$ cat src/rtl/gcd_controller.sv
// GCD sequencer for the shared 16-bit datapath.
// Subtract-based; result left in R[RA], with start/done handshake and timeout.
package gcd_pkg;
  typedef enum logic [3:0] {
    ALU_AND = 4'h0,
    ALU_EOR = 4'h1,
    ALU_SUB = 4'h2,
    ALU_RSB = 4'h3,
    ALU_ADD = 4'h4,
    ALU_ADC = 4'h5,
    ALU_SBC = 4'h6,
    ALU_RSC = 4'h7,
    ALU_TST = 4'h8,
    ALU_TEQ = 4'h9,
    ALU_CMP = 4'hA,
    ALU_CMN = 4'hB,
    ALU_ORR = 4'hC,
    ALU_MOV = 4'hD,
    ALU_BIC = 4'hE,
    ALU_MVN = 4'hF
  } alu_ctl_t;

  typedef logic [4:0] shift_amt_t;
  typedef logic [3:0] reg_sel_t;
endpackage

module gcd_controller
  import gcd_pkg::*;
#(
  parameter reg_sel_t    RA       = 4'd0,
  parameter reg_sel_t    RB       = 4'd1,
  parameter logic [15:0] MAX_ITER = 16'hFFFF
) (
  input  logic        clk,
  input  logic        reset,
  input  logic        start,
  output alu_ctl_t    op,
  output shift_amt_t  sh,
  output reg_sel_t    d,
  output reg_sel_t    n,
  output reg_sel_t    m,
  output logic        dw,
  input  logic        cn,
  input  logic        cz,
  input  logic        cc,
  input  logic        cv,
  output logic        done,
  output logic        err,
  output logic [15:0] iter
);

  typedef enum logic [2:0] {
    S_IDLE,
    S_CHKB,
    S_CHKA,
    S_CMP,
    S_SUBA,
    S_SUBB,
    S_COPY,
    S_DONE
  } state_t;

  state_t      state_q, state_d;
  logic [15:0] iter_q, iter_d;
  logic        err_q, err_d;
  logic        unused_flags;

  assign unused_flags = cn ^ cv;

  always_ff @(posedge clk or negedge reset) begin
    if (!reset) begin
      state_q <= S_IDLE;
      iter_q  <= 16'd0;
      err_q   <= 1'b0;
    end else begin
      state_q <= state_d;
      iter_q  <= iter_d;
      err_q   <= err_d;
    end
  end

  // iter saturates rather than wrapping
  function automatic logic [15:0] iter_inc(
    input logic [15:0] v
  );
    return (v == 16'hFFFF) ? v : v + 16'd1;
  endfunction

  always_comb begin
    state_d = state_q;
    iter_d  = iter_q;
    err_d   = err_q;
    unique case (state_q)
      S_IDLE: begin
        if (start) begin
          iter_d  = 16'd0;
          err_d   = 1'b0;
          state_d = S_CHKB;
        end
      end
      S_CHKB: begin
        state_d = cz ? S_DONE : S_CHKA;
      end
      S_CHKA: begin
        state_d = cz ? S_COPY : S_CMP;
      end
      S_COPY: begin
        state_d = S_DONE;
      end
      S_CMP: begin
        if (cz) begin
          state_d = S_DONE;
        end else if (iter_q == MAX_ITER) begin
          err_d   = 1'b1;
          state_d = S_DONE;
        end else if (cc) begin
          state_d = S_SUBA;
        end else begin
          state_d = S_SUBB;
        end
      end
      S_SUBA: begin
        iter_d  = iter_inc(iter_q);
        state_d = S_CMP;
      end
      S_SUBB: begin
        iter_d  = iter_inc(iter_q);
        state_d = S_CMP;
      end
      S_DONE: begin
        if (!start) state_d = S_IDLE;
      end
    endcase
  end

  always_comb begin
    op   = ALU_AND;
    sh   = '0;
    d    = RA;
    n    = RA;
    m    = RA;
    dw   = 1'b0;
    done = 1'b0;
    unique case (state_q)
      S_IDLE: begin
      end
      S_CHKB: begin
        n = RB;
        m = RB;
      end
      S_CHKA: begin
      end
      S_COPY: begin
        op = ALU_ORR;
        n  = RB;
        m  = RB;
        dw = 1'b1;
      end
      S_CMP: begin
        op = ALU_SUB;
        m  = RB;
      end
      S_SUBA: begin
        op = ALU_SUB;
        m  = RB;
        dw = 1'b1;
      end
      S_SUBB: begin
        op = ALU_SUB;
        d  = RB;
        n  = RB;
        dw = 1'b1;
      end
      S_DONE: begin
        done = 1'b1;
      end
    endcase
  end

  assign err  = err_q;
  assign iter = iter_q;

endmodule

$ cat config.mk
export PLATFORM = sky130hd
export DESIGN_NAME = gcd_controller
export DESIGN_NICKNAME = d
export VERILOG_FILES = /design/src/rtl/gcd_controller.sv
export SDC_FILE = /design/constraint.sdc
export NUM_CORES = 1
export LEC_CHECK = 0
export ABC_AREA = 1
export BUFFER_PORTS_ARGS = -buffer_cell sky130_fd_sc_hd__buf_4
export CORE_ASPECT_RATIO = 1.25
export CORE_MARGIN = 4
export CORE_UTILIZATION = 55
export CTS_CLUSTER_DIAMETER = 150
export DETAILED_ROUTE_END_ITERATION = 6
export PLACE_DENSITY = 0.91
export RECOVER_POWER = 50
export REMOVE_ABC_BUFFERS = 1
export SYNTH_ARGS = -nofsm -noshare
export SYNTH_HDL_FRONTEND = slang
export SYNTH_SLANG_ARGS = --single-unit
$ cat constraint.sdc
create_clock -name clk -period 3.1 [get_ports clk]
set_clock_uncertainty 0.05 [all_clocks]
set_input_delay 0 -clock clk [delete_from_list [all_inputs] [get_ports clk]]
set_output_delay 0 -clock clk [all_outputs]
set_load 0.02 [all_outputs]
==> impl_metrics.ini <==
[worst_hold_path]
hp-class = in -> reg
hold_depth = 4
hp-start = cc

[final_layout]
design_area_mm2 = 0.00167
nFillCells = 245
final_common_cell = nand2_1
utilization_pct = 66.8
fin_nets = 262
layout.cells.non_filler = 285
drive_gt1_share_pct = 12.7
antennaDiodeCount = 0
area_delta_synth_final_pct = 12.5
layout_common_cells = nand2_1, inv_1, nand3_1

[floorplanning]
io_pins = 47
die_area_mm2 = 0.00360
die_y_um = 66.1
die-width_um = 54.5
core_mm2 = 0.00250
initial_core_util_pct = 59.3
rows = 20

[critical_path]
r2r_cells = 8
crit_start = iter[0]$_DFFE_PN0P_
cpPeakStageDelay_ns = 0.51
path_common_cell = nand2_2
crit_chain = ha_1, nand3_1, inv_2, nand2_2, nor2_4, nand2_2, nand2_4, o21ai_0
cp_max_fo = 19
startpoint_type = flop
end_kind = flop
reg2reg_to = iter[15]$_DFFE_PN0P_
r2r_setup_slack_ns = 1.18
criticalPathCategory = reg -> reg
cp_data_arrival_time_ns = 2.06
crit_path_end = iter[15]$_DFFE_PN0P_
worstPathRequired_ns = 3.24
crit_path_top_delay_cell = dfrtp_1
worstReg2RegStart = iter[0]$_DFFE_PN0P_

[placed_design]
gp_congestion = 0.879
dp_hpwl_um = 2550
pre_cts_ws_ns = 1.21
place.detailed.instances = 278
place_area_mm2 = 0.00166
io_buffers = 29

[drt]
dr_total_vias = 1433
drt_wl_total_um = 3420
avgRoutedWirePerCell_um = 12.0
drc = 0
drt_first_pass_iters = 5
via_per_inst = 5.03
ant_nets = 0
drt_iter0_markers = 70

[run]
drv_cap = 0

[global_route]
grt_first_pass_wirelength_um = 5640
grt_use_total_pct = 21.4
grt_pass1_vias = 1306
gr-total-overflow = 0
grt_max_degree = 21
antenna_found_initial = 0

[synthesis]
ys_ff_latch = 20
synthArstFlopShare_pct = 100
synth_area_per_cell_um2 = 6.75
synth-main-ff-cell = dfrtp_1
yosysWarnings = 0
netlist-cell-type-count = 29
syn_area_mm2 = 0.00149
synthTopCellsByArea = dfrtp_1, nand2_1, buf_4
synth_largest_area_cell = dfrtp_1
synthDominantCellAreaShare_pct = 33.7
synth_edf_count = 0
synth_cells = 220
ys_seq_area_share_pct = 33.7

[sta]
max_freq_mhz = 522
fin_crit_sh_pct = 61.8
final_hold_viol_count = 0
fin_crit_ns = 1.92
timing.setup.tns_ns = 0
maxSlewViolCount = 0
slew_headroom_pct = 27.5
hold_ws_ns = 0.0789
setup_slack_ns = 1.18
grt_setup_unrepaired = false
setup_viol = 0
worstMarginPinSlew_ns = 1.09

[cts]
worstSkewPairLatency_ns = 0.31
path_clk_slew_ns = 0.11
clock-sinks = 20
cts_root_buffer = clkbuf_4
cts_setup_buffers = 0
ctsHtreeMaxLevel = 1
cts_tree = done
cts_made_buffers = 3
cts_max_path_buffers = 2

[pwr]
p_comb_share_pct = 55.5
ir_worst_vdd_mv = 0.788
seq_power_share_pct = 34.4
p_int_mw = 0.607
pwr-share-clk_pct = 10.2
switching_power_mw = 0.658
switching_share_pct = 52.0
total_power_mw = 1.26
p_leak_nw = 0.828
p_per_area_mw_per_mm2 = 757

[status]
outcome = complete, no violations
## how the worst min path moves through the flow
stage                                   to
floorplan                  err$_DFFE_PN0P_
global placement       iter[3]$_DFFE_PN0P_
detailed placement     iter[3]$_DFFE_PN0P_
CTS                    iter[9]$_DFFE_PN0P_
global route        state_q[0]$_DFFE_PN0P_
finish              state_q[0]$_DFFE_PN0P_
## kinds of logic (layout without fill, tap and decap cells)
group	Yosys count	count (layout)	synth area share [%]
AOI/OAI and AO/OA	24	24	9.35
xor gates and xnor gates	4	4	2.36
adders and majority gates	1	1	0.842
buffers and inverters	48	66	17.0
DFF	20	20	33.7
other	1	15	0.252
and+or+nand+nor	122	122	36.5
## layer usage
layer / part of all wire (%) / track usage, % / routed length, um / up-vias
met2: 53 / 37.7 / 1800 / 49
met4: 0.99 / 7.48 / 34 / 0
met3: 5.7 / 3.84 / 194 / 4
li1: - / - / - / 733
met5: 0 / 0 / 0 / -
met1: 41 / 24.9 / 1400 / 647
## power by group through the flow
stage	Sequential, mW	Combinational (mW)	Clock (mW)
final	0.435	0.702	0.129
after global routing	0.448	0.768	0.141
after CTS	0.433	0.738	0.129
after detailed placement	0.438	0.715	0
after global placement	0.437	0.700	0
after floorplan	0.482	0.396	0
## cell type report
type	count	area, um^2	share of cell area [%]
clock buffers	3	22.5	1.35
flip-flops and latches	20	500	30.0
well taps	33	41.3	2.47
multi-input cells	166	785	47.0
repair buffers	33	209	12.5
inverters	30	113	6.74
## repair_timing
action / in CTS / in global routing
endpoints found under the hold margin: 22 / 0
endpoints found under the setup margin: 0 / 0
resized for setup: 0 / 0
hold buffers: 4 / 0
## synthesized netlist by cell type, types with 2 or more instances
master	n
nand3_1	23
o21ai_1	3
dfrtp_1	20
nor2_1	16
nand2_1	66
nand4_1	5
buf_4	16
o21ai_2	2
nor2_2	3
a21oi_1	3
nor3_1	2
inv_1	28
inv_2	2
nand2_2	3
o21ai_0	12
xor2_1	3
## sequential cells by signal (all words and copies together), names as in the netlist
register,flops
err,1
iter,16
state_q,3
## worst max-delay path: cells and delay by family, from the launching register on
family                     cells  cell delay (ns)
adders and majority gates      1             0.34
and+or+nand+nor                5             0.64
buffers and inverters          1             0.11
AOI/OAI and AO/OA              1             0.13
DFF                            1             0.51
(Power assumes the default switching activity.)
